`src/rtl/mem_stage_pkg.sv`:
```
// Shared definitions for the memory-access stage: bus widths, load_op bit
// indices and the packed layouts of the exe->mem, mem->wb and forwarding buses.
package mem_stage_pkg;

  localparam int ES_TO_MS_BUS_WD = 158;
  localparam int MS_TO_WS_BUS_WD = 152;
  localparam int MS_FWD_BUS_WD   = 39;

  localparam int LD_B  = 0;
  localparam int LD_H  = 1;
  localparam int LD_W  = 2;
  localparam int LD_BU = 3;
  localparam int LD_HU = 4;

  // Field order is MSB first, matching the concatenations used by neighbours.
  typedef struct packed {
    logic [31:0] csr_wvalue;
    logic        ertn;
    logic        syscall;
    logic        csr_re;
    logic        csr_we;
    logic [13:0] csr_num;
    logic [31:0] csr_wmask;
    logic [4:0]  load_op;
    logic        res_from_mem;
    logic        gr_we;
    logic [4:0]  dest;
    logic [31:0] result;
    logic [31:0] pc;
  } es_to_ms_bus_t;

  typedef struct packed {
    logic [31:0] csr_wvalue;
    logic        ertn;
    logic        syscall;
    logic        csr_re;
    logic        csr_we;
    logic [13:0] csr_num;
    logic [31:0] csr_wmask;
    logic        gr_we;
    logic [4:0]  dest;
    logic [31:0] final_result;
    logic [31:0] pc;
  } ms_to_ws_bus_t;

  typedef struct packed {
    logic        csr_re;
    logic        fwd_valid;
    logic [4:0]  dest;
    logic [31:0] final_result;
  } ms_fwd_bus_t;

endpackage

```
`src/rtl/mem_stage_if.sv`:
```
// Handshake and data buses around the memory stage; master is the stage itself,
// slave is the surrounding pipeline (exe, wb, decode, data SRAM, commit).
interface mem_stage_if;
  import mem_stage_pkg::*;

  logic                       ws_allowin;
  logic                       ms_allowin;
  logic                       es_to_ms_valid;
  logic [ES_TO_MS_BUS_WD-1:0] es_to_ms_bus;
  logic                       ms_to_ws_valid;
  logic [MS_TO_WS_BUS_WD-1:0] ms_to_ws_bus;
  logic [MS_FWD_BUS_WD-1:0]   ms_fwd_bus;
  logic [31:0]                data_sram_rdata;
  logic                       ms_ex;
  logic                       ms_flush_pipe;

  modport master (
    input  ws_allowin, es_to_ms_valid, es_to_ms_bus, data_sram_rdata, ms_flush_pipe,
    output ms_allowin, ms_to_ws_valid, ms_to_ws_bus, ms_fwd_bus, ms_ex
  );

  modport slave (
    output ws_allowin, es_to_ms_valid, es_to_ms_bus, data_sram_rdata, ms_flush_pipe,
    input  ms_allowin, ms_to_ws_valid, ms_to_ws_bus, ms_fwd_bus, ms_ex
  );

endinterface

```
`src/rtl/mem_stage_load_align.sv`:
```
// Picks the byte/half lane out of a loaded word and sign- or zero-extends it
// according to the one-hot load_op.
module mem_stage_load_align
  import mem_stage_pkg::*;
(
  input  logic [31:0] mem_word,
  input  logic [1:0]  vaddr,
  input  logic [4:0]  load_op,
  output logic [31:0] load_result
);

  logic [7:0]  byte_sel;
  logic [15:0] half_sel;

  // Half lane follows vaddr[1] only; misaligned halves are trapped upstream.
  always_comb begin
    byte_sel = mem_word[{vaddr, 3'b000} +: 8];
    half_sel = vaddr[1] ? mem_word[31:16] : mem_word[15:0];
    load_result = mem_word;
    if (load_op[LD_B]) begin
      load_result = {{24{byte_sel[7]}}, byte_sel};
    end else if (load_op[LD_H]) begin
      load_result = {{16{half_sel[15]}}, half_sel};
    end else if (load_op[LD_BU]) begin
      load_result = {24'd0, byte_sel};
    end else if (load_op[LD_HU]) begin
      load_result = {16'd0, half_sel};
    end else if (load_op[LD_W]) begin
      load_result = mem_word;
    end
  end

endmodule

```
`src/rtl/mem_stage.sv`:
```
// Memory-access pipeline stage: registers the exe bus, merges the SRAM response
// (held across wb stalls) into the writeback value, and drives forwarding.
module mem_stage
  import mem_stage_pkg::*;
(
  input  logic        clk,
  input  logic        reset,
  mem_stage_if.master bus
);

  es_to_ms_bus_t ms_bus;
  ms_to_ws_bus_t ws_out;
  ms_fwd_bus_t   fwd_out;

  logic        ms_valid;
  logic        ms_allowin;
  logic        accept;
  logic        first_cycle;
  logic        hold_valid;
  logic [31:0] rdata_hold;
  logic [31:0] mem_word;
  logic [31:0] load_result;
  logic [31:0] final_result;

  assign ms_allowin = !ms_valid || bus.ws_allowin;
  assign accept     = bus.es_to_ms_valid && ms_allowin;

  always_ff @(posedge clk or posedge reset) begin
    if (reset) begin
      ms_valid <= 1'b0;
    end else if (bus.ms_flush_pipe) begin
      ms_valid <= 1'b0;
    end else if (ms_allowin) begin
      ms_valid <= bus.es_to_ms_valid;
    end
  end

  always_ff @(posedge clk or posedge reset) begin
    if (reset) begin
      ms_bus      <= '0;
      first_cycle <= 1'b0;
    end else begin
      first_cycle <= accept;
      if (accept) begin
        ms_bus <= es_to_ms_bus_t'(bus.es_to_ms_bus);
      end
    end
  end

  // The SRAM answers only in the first cycle; keep that word if wb stalls us.
  always_ff @(posedge clk or posedge reset) begin
    if (reset) begin
      hold_valid <= 1'b0;
      rdata_hold <= '0;
    end else if (bus.ms_flush_pipe || accept) begin
      hold_valid <= 1'b0;
    end else if (ms_valid && first_cycle && ms_bus.res_from_mem && !bus.ws_allowin) begin
      hold_valid <= 1'b1;
      rdata_hold <= bus.data_sram_rdata;
    end else if (ms_valid && bus.ws_allowin) begin
      hold_valid <= 1'b0;
    end
  end

  assign mem_word = hold_valid ? rdata_hold : bus.data_sram_rdata;

  mem_stage_load_align u_load_align (
    .mem_word    (mem_word),
    .vaddr       (ms_bus.result[1:0]),
    .load_op     (ms_bus.load_op),
    .load_result (load_result)
  );

  assign final_result = ms_bus.res_from_mem ? load_result : ms_bus.result;

  always_comb begin
    ws_out              = '0;
    ws_out.csr_wvalue   = ms_bus.csr_wvalue;
    ws_out.ertn         = ms_bus.ertn;
    ws_out.syscall      = ms_bus.syscall;
    ws_out.csr_re       = ms_bus.csr_re;
    ws_out.csr_we       = ms_bus.csr_we;
    ws_out.csr_num      = ms_bus.csr_num;
    ws_out.csr_wmask    = ms_bus.csr_wmask;
    ws_out.gr_we        = ms_bus.gr_we;
    ws_out.dest         = ms_bus.dest;
    ws_out.final_result = final_result;
    ws_out.pc           = ms_bus.pc;

    fwd_out              = '0;
    fwd_out.csr_re       = ms_bus.csr_re;
    fwd_out.fwd_valid    = ms_valid && ms_bus.gr_we && !bus.ms_flush_pipe;
    fwd_out.dest         = ms_bus.dest;
    fwd_out.final_result = final_result;
  end

  assign bus.ms_allowin     = ms_allowin;
  assign bus.ms_to_ws_valid = ms_valid && !bus.ms_flush_pipe;
  assign bus.ms_to_ws_bus   = ws_out;
  assign bus.ms_fwd_bus     = fwd_out;
  assign bus.ms_ex          = ms_valid && (ms_bus.syscall || ms_bus.ertn);

endmodule

```
`src/flat_wrapper.sv`:
```
// flat-port wrapper written by rule: the top's interface ports become plain ports
module mem_stage_flat import mem_stage_pkg::*;
  (clk, reset, bus_ws_allowin, bus_es_to_ms_valid, bus_es_to_ms_bus, bus_data_sram_rdata, bus_ms_flush_pipe, bus_ms_allowin, bus_ms_to_ws_valid, bus_ms_to_ws_bus, bus_ms_fwd_bus, bus_ms_ex);
  mem_stage_if bus_i ();
  input  logic clk;
  input  logic reset;
  input wire logic [$bits(bus_i.ws_allowin)-1:0] bus_ws_allowin;
  input wire logic [$bits(bus_i.es_to_ms_valid)-1:0] bus_es_to_ms_valid;
  input wire logic [$bits(bus_i.es_to_ms_bus)-1:0] bus_es_to_ms_bus;
  input wire logic [$bits(bus_i.data_sram_rdata)-1:0] bus_data_sram_rdata;
  input wire logic [$bits(bus_i.ms_flush_pipe)-1:0] bus_ms_flush_pipe;
  output wire logic [$bits(bus_i.ms_allowin)-1:0] bus_ms_allowin;
  output wire logic [$bits(bus_i.ms_to_ws_valid)-1:0] bus_ms_to_ws_valid;
  output wire logic [$bits(bus_i.ms_to_ws_bus)-1:0] bus_ms_to_ws_bus;
  output wire logic [$bits(bus_i.ms_fwd_bus)-1:0] bus_ms_fwd_bus;
  output wire logic [$bits(bus_i.ms_ex)-1:0] bus_ms_ex;
  assign bus_i.ws_allowin = bus_ws_allowin;
  assign bus_i.es_to_ms_valid = bus_es_to_ms_valid;
  assign bus_i.es_to_ms_bus = bus_es_to_ms_bus;
  assign bus_i.data_sram_rdata = bus_data_sram_rdata;
  assign bus_i.ms_flush_pipe = bus_ms_flush_pipe;
  assign bus_ms_allowin = bus_i.ms_allowin;
  assign bus_ms_to_ws_valid = bus_i.ms_to_ws_valid;
  assign bus_ms_to_ws_bus = bus_i.ms_to_ws_bus;
  assign bus_ms_fwd_bus = bus_i.ms_fwd_bus;
  assign bus_ms_ex = bus_i.ms_ex;
  mem_stage u_core (.clk(clk), .reset(reset), .bus(bus_i));
endmodule
```
`config.mk`:
```
export PLATFORM = sky130hd
export DESIGN_NAME = mem_stage_flat
export DESIGN_NICKNAME = d
export VERILOG_FILES = /design/src/rtl/mem_stage_pkg.sv /design/src/rtl/mem_stage_if.sv /design/src/rtl/mem_stage_load_align.sv /design/src/rtl/mem_stage.sv /design/src/flat_wrapper.sv
export SDC_FILE = /design/constraint.sdc
export NUM_CORES = 1
export LEC_CHECK = 0
export BUFFER_PORTS_ARGS = -buffer_cell sky130_fd_sc_hd__buf_2
export CORE_MARGIN = 5
export CORE_UTILIZATION = 45
export DETAILED_ROUTE_END_ITERATION = 8
export MAX_ROUTING_LAYER = met4
export PLACE_DENSITY = 0.75
export SLEW_MARGIN = 25
export SYNTH_ARGS = -nofsm -noshare
export SYNTH_HDL_FRONTEND = slang
export SYNTH_SLANG_ARGS = --single-unit
export TNS_END_PERCENT = 10
```
`constraint.sdc`:
```
create_clock -name clk -period 7.8 [get_ports clk]
set_input_delay 0.78 -clock clk [delete_from_list [all_inputs] [get_ports clk]]
set_output_delay 0.78 -clock clk [all_outputs]
set_load 0.005 [all_outputs]
```
# Word-level counts from Yosys, hierarchy flattened
# Index checks and enable logic that the tools add are counted.
word_totals:
  out_inout_bits: 194
  inputBits: 195
  ff_bits: 193
op_classes:
  shifts: 1
  muxes: 12
  n_bitwise: 1
  reduce_logical: 18
op_table:
  columns: ["cell", "n"]
  rows:
  - ["32-bit 2-to-1 mux", 6]
  - ["32-bit by 6-bit variable part select with 8-bit output", 1]
  - ["16-bit 2-to-1 mux", 1]
  - ["1-bit logical AND", 9]
  - ["1-bit 2-to-1 mux", 5]
  - ["1-bit logical NOT", 3]
  - ["1-bit logical OR", 3]
  - ["3-bit nonzero test", 1]
  - ["2-bit AND reduction", 1]
  - ["2-bit nonzero test", 1]
  - ["1-bit NOT", 1]

# Longest topological paths before layout
# Gate-level depths: netlist (run 1).
depth:
  word_depth: 7
  depth_mapped: 8
  depth_no_buf: 5

# Modules after synthesis
# A second synthesis (run 1) with hierarchy kept.
hier_totals:
  hier_cells: 756
  hier_area_um2: 10437.5
by_module_without_submodules:
  columns: ["mod", "area_per_inst_um2", "n_inst", "cells_per_inst"]
  rows:
  - ["mem_stage", 9554.2, 1, 646]
  - ["mem_stage_load_align", 883.3, 1, 110]

# Worst setup path after synthesis (run 1)
# Ideal clock, no wire load.
synth_timing:
  path_kind: "input -> output"
  start: "in bus_data_sram_rdata[15]"
  end: "out bus_ms_to_ws_bus[52]"
  stages: 6
  path_buffers: 2
  arrival_ns: 2.163
  setup_slack_ns: 4.857
  path_cell_list: "mux4_2 > mux2_4 > a31oi_4 > buf_6 > nand2_1 > buf_4"
synth_via:
  elab_chain_len: 5
  elab_cells_between_ends: 6
  classes_between: "shift (1); mux (5)"
synth_lines:
  columns: ["item", "line_no", "text"]
  rows:
  - ["start: declaration", "flat_wrapper.sv:10", "input wire logic [$bits(bus_i.data_sram_rdata)-1:0] bus_data_sram_rdata;"]
  - ["32-bit 2-to-1 mux *", "mem_stage.sv:65", "assign mem_word = hold_valid ? rdata_hold : bus.data_sram_rdata;"]
  - ["parallel branches: the longest is 2 deep, another holds 32-bit by 6-bit variable part select with 8-bit output", null, null]
  - ["32-bit 2-to-1 mux *", "mem_stage_load_align.sv:20", "if (load_op[LD_B]) begin"]
  - ["32-bit 2-to-1 mux *", "mem_stage.sv:74", "assign final_result = ms_bus.res_from_mem ? load_result : ms_bus.result;"]
  - ["end: declaration", "flat_wrapper.sv:14", "output wire logic [$bits(bus_i.ms_to_ws_bus)-1:0] bus_ms_to_ws_bus;"]
# Every way passes the cells marked *.

# Worst setup path in the final report (run 1)
layout_timing:
  start: "reg u_core.hold_valid"
  end: "out bus_ms_fwd_bus[24]"
layout_via:
  elab_chain_len: 6
  elab_cells_between_ends: 8
  classes_between: "shift (1); mux (7)"
layout_lines:
  columns: ["item", "line_no", "text"]
  rows:
  - ["start: declaration", "mem_stage.sv:19", "logic hold_valid;"]
  - ["start signal: assignment", "mem_stage.sv:53", "hold_valid <= 1'b0;"]
  - ["start signal: assignment", "mem_stage.sv:56", "hold_valid <= 1'b0;"]
  - ["start signal: assignment", "mem_stage.sv:58", "hold_valid <= 1'b1;"]
  - ["32-bit 2-to-1 mux *", "mem_stage.sv:65", null]
  - ["parallel branches: the longest is 3 deep, another holds 32-bit by 6-bit variable part select with 8-bit output", null, null]
  - ["32-bit 2-to-1 mux *", "mem_stage_load_align.sv:20", null]
  - ["32-bit 2-to-1 mux *", "mem_stage.sv:74", null]
  - ["end: declaration", "flat_wrapper.sv:15", "output wire logic [$bits(bus_i.ms_fwd_bus)-1:0] bus_ms_fwd_bus;"]
# Marks and branches as above.

==> results.json, run 1 <==
{
  "outcome": "complete, no violations",
  "ios": 389,
  "cellPowerDensity_nw_per_um2": 241,
  "worstHoldPathType": "in2async",
  "synth_area_per_cell_um2": 12.4,
  "ys_ff_latch": 192,
  "period_minus_slack_ns": 4.02,
  "leakage_nw": 5.52,
  "die_width_um": 158,
  "drt_first_pass_iters": 5,
  "cp_cell_sequence": "mux4_2 -> mux2_4 -> a31oi_4 -> nand2_1 -> buf_2",
  "wl_per_cell_um": 19.3,
  "clock_skew_ns": 0.0132,
  "irDropWorstVdd_mv": 0.168,
  "fin_ws_ns": 3.78,
  "placed_area_um2": 10900,
  "grt_use_total_pct": 20.3,
  "cts_sinks": 192,
  "grt_pass1_wl_mm": 37.8,
  "finalSetupViolations": 0,
  "clkPwrFrac_pct": 33.6,
  "p_sw_mw": 0.850,
  "crit_required_ns": 7.02,
  "final_cell_mix": "buf_2 (387), mux2_2 (211), dfrtp_1 (190)",
  "globalplace.congestion": 0.820,
  "crit_fanout": 41,
  "syn_inst": 801,
  "routed_via_density": 5.09,
  "end_kind": "output pin",
  "core_um2": 21800,
  "drcViolationCount": 0,
  "cts_root_buf": "clkbuf_16",
  "drive_gt1_share_pct": 64.4,
  "finalNetCount": 1205,
  "routed-via-count": 6653,
  "critical_path_class": "reg2out",
  "io_buffer_count": 387,
  "num_rows": 54,
  "maxCapViolCount": 0,
  "place_ws_ns": 4.19,
  "intPower_mw": 1.92,
  "clock_path_buffers": 2,
  "die-area_um2": 25100,
  "critical_path.max_stage_delay_ns": 1.02,
  "p_comb_share_pct": 22.1,
  "rsz0062_at_grt": "false",
  "crit_start": "u_core.hold_valid$_DFFE_PP0P_",
  "cp_data_arrival_time_ns": 3.24,
  "startpoint_type": "register",
  "wl_mm": 25.2,
  "dp_cells": 1271,
  "die_y_um": 158,
  "area_growth_pct": 16.0,
  "reg2reg_from": "u_core.ms_valid$_DFFE_PP0P_",
  "grt_pass1_vias": 6836,
  "finalHoldViolCount": 0,
  "post_cts_buffers": 0,
  "initial_utilization_pct": 45.6,
  "yosysUniqueCellTypes": 36,
  "numCtsBuffers": 17,
  "cts-hold-fix-buffers": 0,
  "maxSlewHeadroom_pct": 34.5,
  "swShare_pct": 30.7,
  "grt_overflow_total": 0,
  "antenna_found_initial": 4,
  "cts_tree": "built",
  "tightest_slew_ns": 0.982,
  "ys_seq_area_share_pct": 48.4,
  "grt_max_degree": 125,
  "cts-htree-levels": 4,
  "dp_hpwl_mm": 18.9,
  "tns_ns": 0,
  "final_common_cell": "buf_2",
  "stdcell_area_um2": 11500,
  "timing.final.crit_share_pct": 51.5,
  "cpMaxStageDelayCell": "dfrtp_2",
  "finalMaxSlewViolations": 0,
  "path_clk_slew_ns": 0.08,
  "clock.fmax_mhz": 249,
  "fin_util_pct": 52.9,
  "synth_area_um2": 9920,
  "drtIter0Drc": 262,
  "yosysWarnings": 0,
  "syn_nets": 996,
  "fin_cells": 1307,
  "seqPwrFrac_pct": 44.3,
  "ant_nets": 0,
  "cts-resized-gates": 0,
  "insertion_delay_ns": 0.44
}
registers in the layout (all words and copies together), names as in the netlist:
register,count
u_core.rdata_hold,32
u_core.bus.ms_to_ws_bus,114
u_core.ms_valid,1
u_core.first_cycle,1
u_core.hold_valid,1
u_core.bus.ms_fwd_bus,6
u_core.ms_bus,37
per-stage QoR:
step                      power [mW]  hold WS [ns]
after floorplan                 1.73         0.473
after global placement          1.85         0.483
after detailed placement        1.87         0.488
after CTS                       2.81         0.505
after global routing            2.92         0.518
final                           2.77         0.477
critical path, delay by kind of cell, from the launching register on:
family                 cells  cell delay (ns)
AOI/OAI and AO/OA          1             0.50
buffers and inverters      1             0.18
DFF                        1             1.02
muxes                      2             0.92
and+or+nand+nor            1             0.19
power by group through the flow:
stage          registers (mW)  clock network, mW  logic [mW]
4_1_cts                  1.23              0.958       0.622
3_3_place_gp             1.24                  0       0.609
6_report                 1.23              0.931       0.611
3_5_place_dp             1.25                  0       0.620
5_1_grt                  1.25              0.999       0.670
2_1_floorplan            1.21                  0       0.515
worst paths after layout:
kind                                                      endpoint  slack [ns]  depth (start not counted)
max                                             bus_ms_fwd_bus[24]        3.78                          5
min                        u_core.bus.ms_to_ws_bus[15]$_DFFE_PP0P_        0.48                          2
max reg2reg                          u_core.ms_bus[70]$_DFFE_PP0P_        4.51                          6
min reg2reg                          u_core.ms_bus[52]$_DFFE_PP0P_        0.50                          1
max in group asynchronous            u_core.hold_valid$_DFFE_PP0P_        5.80                          3
min in group clk                     u_core.ms_bus[52]$_DFFE_PP0P_        0.50                          1
cells by family after synthesis:
family | count (synthesis) | share of synthesized area [%]
buffers and inverters | 212 | 14.4
AND/OR/NAND/NOR | 100 | 4.73
multiplexers | 236 | 28.5
flip-flops | 192 | 48.4
AO/OA/AOI/OAI | 61 | 3.87
Yosys cell counts, drive strengths merged:
cell     instances  area (um^2)
nand4b           1         8.76
a21oi           17         85.1
clkbuf          20         75.1
a31oi            9         71.3
nand3            1         5.00
mux2           212         2390
o211ai           8         60.1
or2              1         6.26
inv              9         33.8
and2             5         31.3
o21a             1         7.51
and3             7         43.8
mux4            16          360
dfrtp          192         4800
buf            182         1320
nor2b           19          119
nor3             2         10.0
o22ai            6         37.5
a221oi           1         8.76
o2111ai          1         8.76
nand2b           1         6.26
o21ai           15         78.8
clkinv           1         3.75
a311oi           1         8.76
nor2            17         63.8
o31a             1         8.76
o41ai            1         8.76
nand2           45          169
nand4            1         6.26
mux2i            8         80.1
routing by layer:
metal	up-vias	part of all wire [%]	global-route usage [%]
li1	3036	-	-
met1	3296	39	24.6
met2	295	50	32.9
met3	26	9.2	6.93
met4	0	1.5	4.67
met5	-	0	-
area by class of cell:
| class | count | area, um^2 |
|---|---|---|
| diodes | 4 | 10.0 |
| clock buffers | 17 | 425 |
| clock inverters | 15 | 210 |
| fillers | 1930 | 10200 |
| inverters | 10 | 45.0 |
| multi-input cells | 397 | 3690 |
| flip-flops and latches | 192 | 4810 |
| well taps | 280 | 350 |
| repair buffers | 392 | 1970 |
Note: power is estimated with default switching activity, not from simulation.
==> run 2, diff against run 1 <==
Clock period 7.8 ns to 4 ns, I/O delays scaled along.
==> run 2 against run 1 <==
Effect of this change:
- cell area is 0.45% higher
- critical endpoint is now bus_ms_to_ws_bus[61]
- clock power grew 87%
- wire length increased by 1.4%
- first-iteration DRC count rose by 2.7%
- combinational power increased by 96%
- sequential share of layout area is 0.19 points lower
- worst setup slack worse by 3.0 ns
- global-route usage increased by 0.43 points
- worst hold slack got worse by 0.39 ns
- clock skew grew 0.0010 ns
==> results.json, run 2 (synthesis results as in run 1) <==
{
  "finalNetCount": 1210,
  "cellPowerDensity_nw_per_um2": 461,
  "clock.fmax_mhz": 309,
  "finalSetupViolations": 0,
  "cp_cell_sequence": "inv_1 -> mux2_4 -> a31oi_4 -> nand2_1 -> buf_2",
  "grt_use_total_pct": 20.7,
  "grt_max_degree": 85,
  "num_rows": 54,
  "reg2reg_from": "u_core.ms_valid$_DFFE_PP0P_",
  "ios": 389,
  "finalMaxSlewViolations": 0,
  "wl_per_cell_um": 19.5,
  "routed-via-count": 6724,
  "startpoint_type": "register",
  "maxCapViolCount": 0,
  "io_buffer_count": 387,
  "crit_required_ns": 3.60,
  "maxSlewHeadroom_pct": 36.6,
  "finalHoldViolCount": 0,
  "largest_reg_flops": 114,
  "cts_root_buf": "clkbuf_16",
  "insertion_delay_ns": 0.43,
  "initial_utilization_pct": 45.6,
  "routed_via_density": 5.12,
  "cpMaxStageDelayCell": "dfrtp_1",
  "cts-resized-gates": 0,
  "clock_skew_ns": 0.0142,
  "end_kind": "output pin",
  "ant_nets": 0,
  "drtIter0Drc": 269,
  "cts_tree": "built",
  "grt_pass1_vias": 7055,
  "drcViolationCount": 0,
  "die_y_um": 158,
  "critical_path.max_stage_delay_ns": 0.91,
  "cts_sinks": 192,
  "period_minus_slack_ns": 3.23,
  "critical_path_class": "reg2out",
  "die-area_um2": 25100,
  "drive_gt1_share_pct": 64.6,
  "timing.final.crit_share_pct": 80.8,
  "final_common_cell": "buf_2",
  "leakage_nw": 5.55,
  "dp_hpwl_mm": 19.6,
  "wl_mm": 25.6,
  "rsz0062_at_grt": "false",
  "cp_data_arrival_time_ns": 2.83,
  "cts-hold-fix-buffers": 0,
  "clock_path_buffers": 2,
  "total_power_mw": 5.33,
  "worstHoldPathType": "in2async",
  "crit-reg2reg-capture": "u_core.bus.ms_fwd_bus[36]$_DFFE_PP0P_",
  "cts-htree-levels": 4,
  "drt_first_pass_iters": 4,
  "grt_overflow_total": 0,
  "die_width_um": 158,
  "irDropWorstVdd_mv": 0.279,
  "outcome": "complete, no violations",
  "final_cell_mix": "buf_2 (387), mux2_2 (211), dfrtp_1 (190)",
  "tns_ns": 0,
  "post_cts_buffers": 0,
  "core_um2": 21800,
  "tightest_slew_ns": 0.951,
  "antenna_found_initial": 5,
  "path_clk_slew_ns": 0.09,
  "area_growth_pct": 16.6,
  "r2r_cells": 5,
  "grt_pass1_wl_mm": 38.7,
  "reg2reg_setup_slack_ns": 1.63,
  "crit_fanout": 15,
  "globalplace.congestion": 0.841,
  "numCtsBuffers": 17
}
==> run 2: stage by stage <==
step / cells / hold slack (ns) / util (%) / worst slack [ns] / cell area, um^2
5_1_grt: 1313 / 0.132 / 53.1 / 0.549 / 11600
4_1_cts: 1308 / 0.0975 / 53.1 / 0.722 / 11500
3_3_place_gp: 1276 / 0.480 / 50.3 / 1.27 / 10900
6_report: 1313 / 0.0903 / 53.1 / 0.767 / 11600
2_1_floorplan: 801 / 0.466 / - / 1.12 / 9920
3_5_place_dp: 1276 / 0.487 / 50.3 / 1.18 / 10900
==> run 2: metal layers <==
metal | vias up | GRT usage (%) | wire (um)
met4 | 0 | 8.08 | 884
met3 | 48 | 6.22 | 2340
li1 | 3058 | - | -
met1 | 3311 | 24.0 | 9630
met5 | - | - | 0
met2 | 307 | 33.9 | 12700
==> run 2: worst max-delay path by stage <==
stage,from,to,slack [ns],cells after the start
2_1_floorplan,reset,u_core.bus.ms_fwd_bus[32]$_DFFE_PP0P_,1.12,1
3_3_place_gp,u_core.ms_bus[32]$_DFFE_PP0P_,bus_ms_fwd_bus[28],1.27,5
3_5_place_dp,u_core.ms_bus[32]$_DFFE_PP0P_,bus_ms_fwd_bus[29],1.18,5
4_1_cts,u_core.ms_bus[32]$_DFFE_PP0P_,bus_ms_fwd_bus[29],0.72,5
5_1_grt,u_core.ms_bus[32]$_DFFE_PP0P_,bus_ms_fwd_bus[26],0.55,5
6_report,u_core.ms_bus[32]$_DFFE_PP0P_,bus_ms_to_ws_bus[61],0.77,5
==> run 2: report_power, final <==
| group | internal [mW] | total, mW | switching, mW |
|---|---|---|---|
| logic | 0.654 | 1.20 | 0.546 |
| registers | 2.22 | 2.39 | 0.177 |
| clock network | 0.855 | 1.74 | 0.885 |
==> run 2: area by class of cell <==
cell class	instances	area (um^2)
multi-input cells	397	3690
repair buffers	397	2050
fillers	1928	10200
diodes	5	12.5
flip-flops and latches	192	4810
clock buffers	17	425
well taps	280	350
inverters	10	41.3
clock inverters	15	188
==> run 2: worst max-delay path: cells and delay by family, from the launching register on <==
kind                   cells  cell delay [ns]
DFF                        1             0.91
buffers and inverters      2             0.43
AOI/OAI and AO/OA          1             0.52
muxes                      1             0.39
and+or+nand+nor            1             0.15
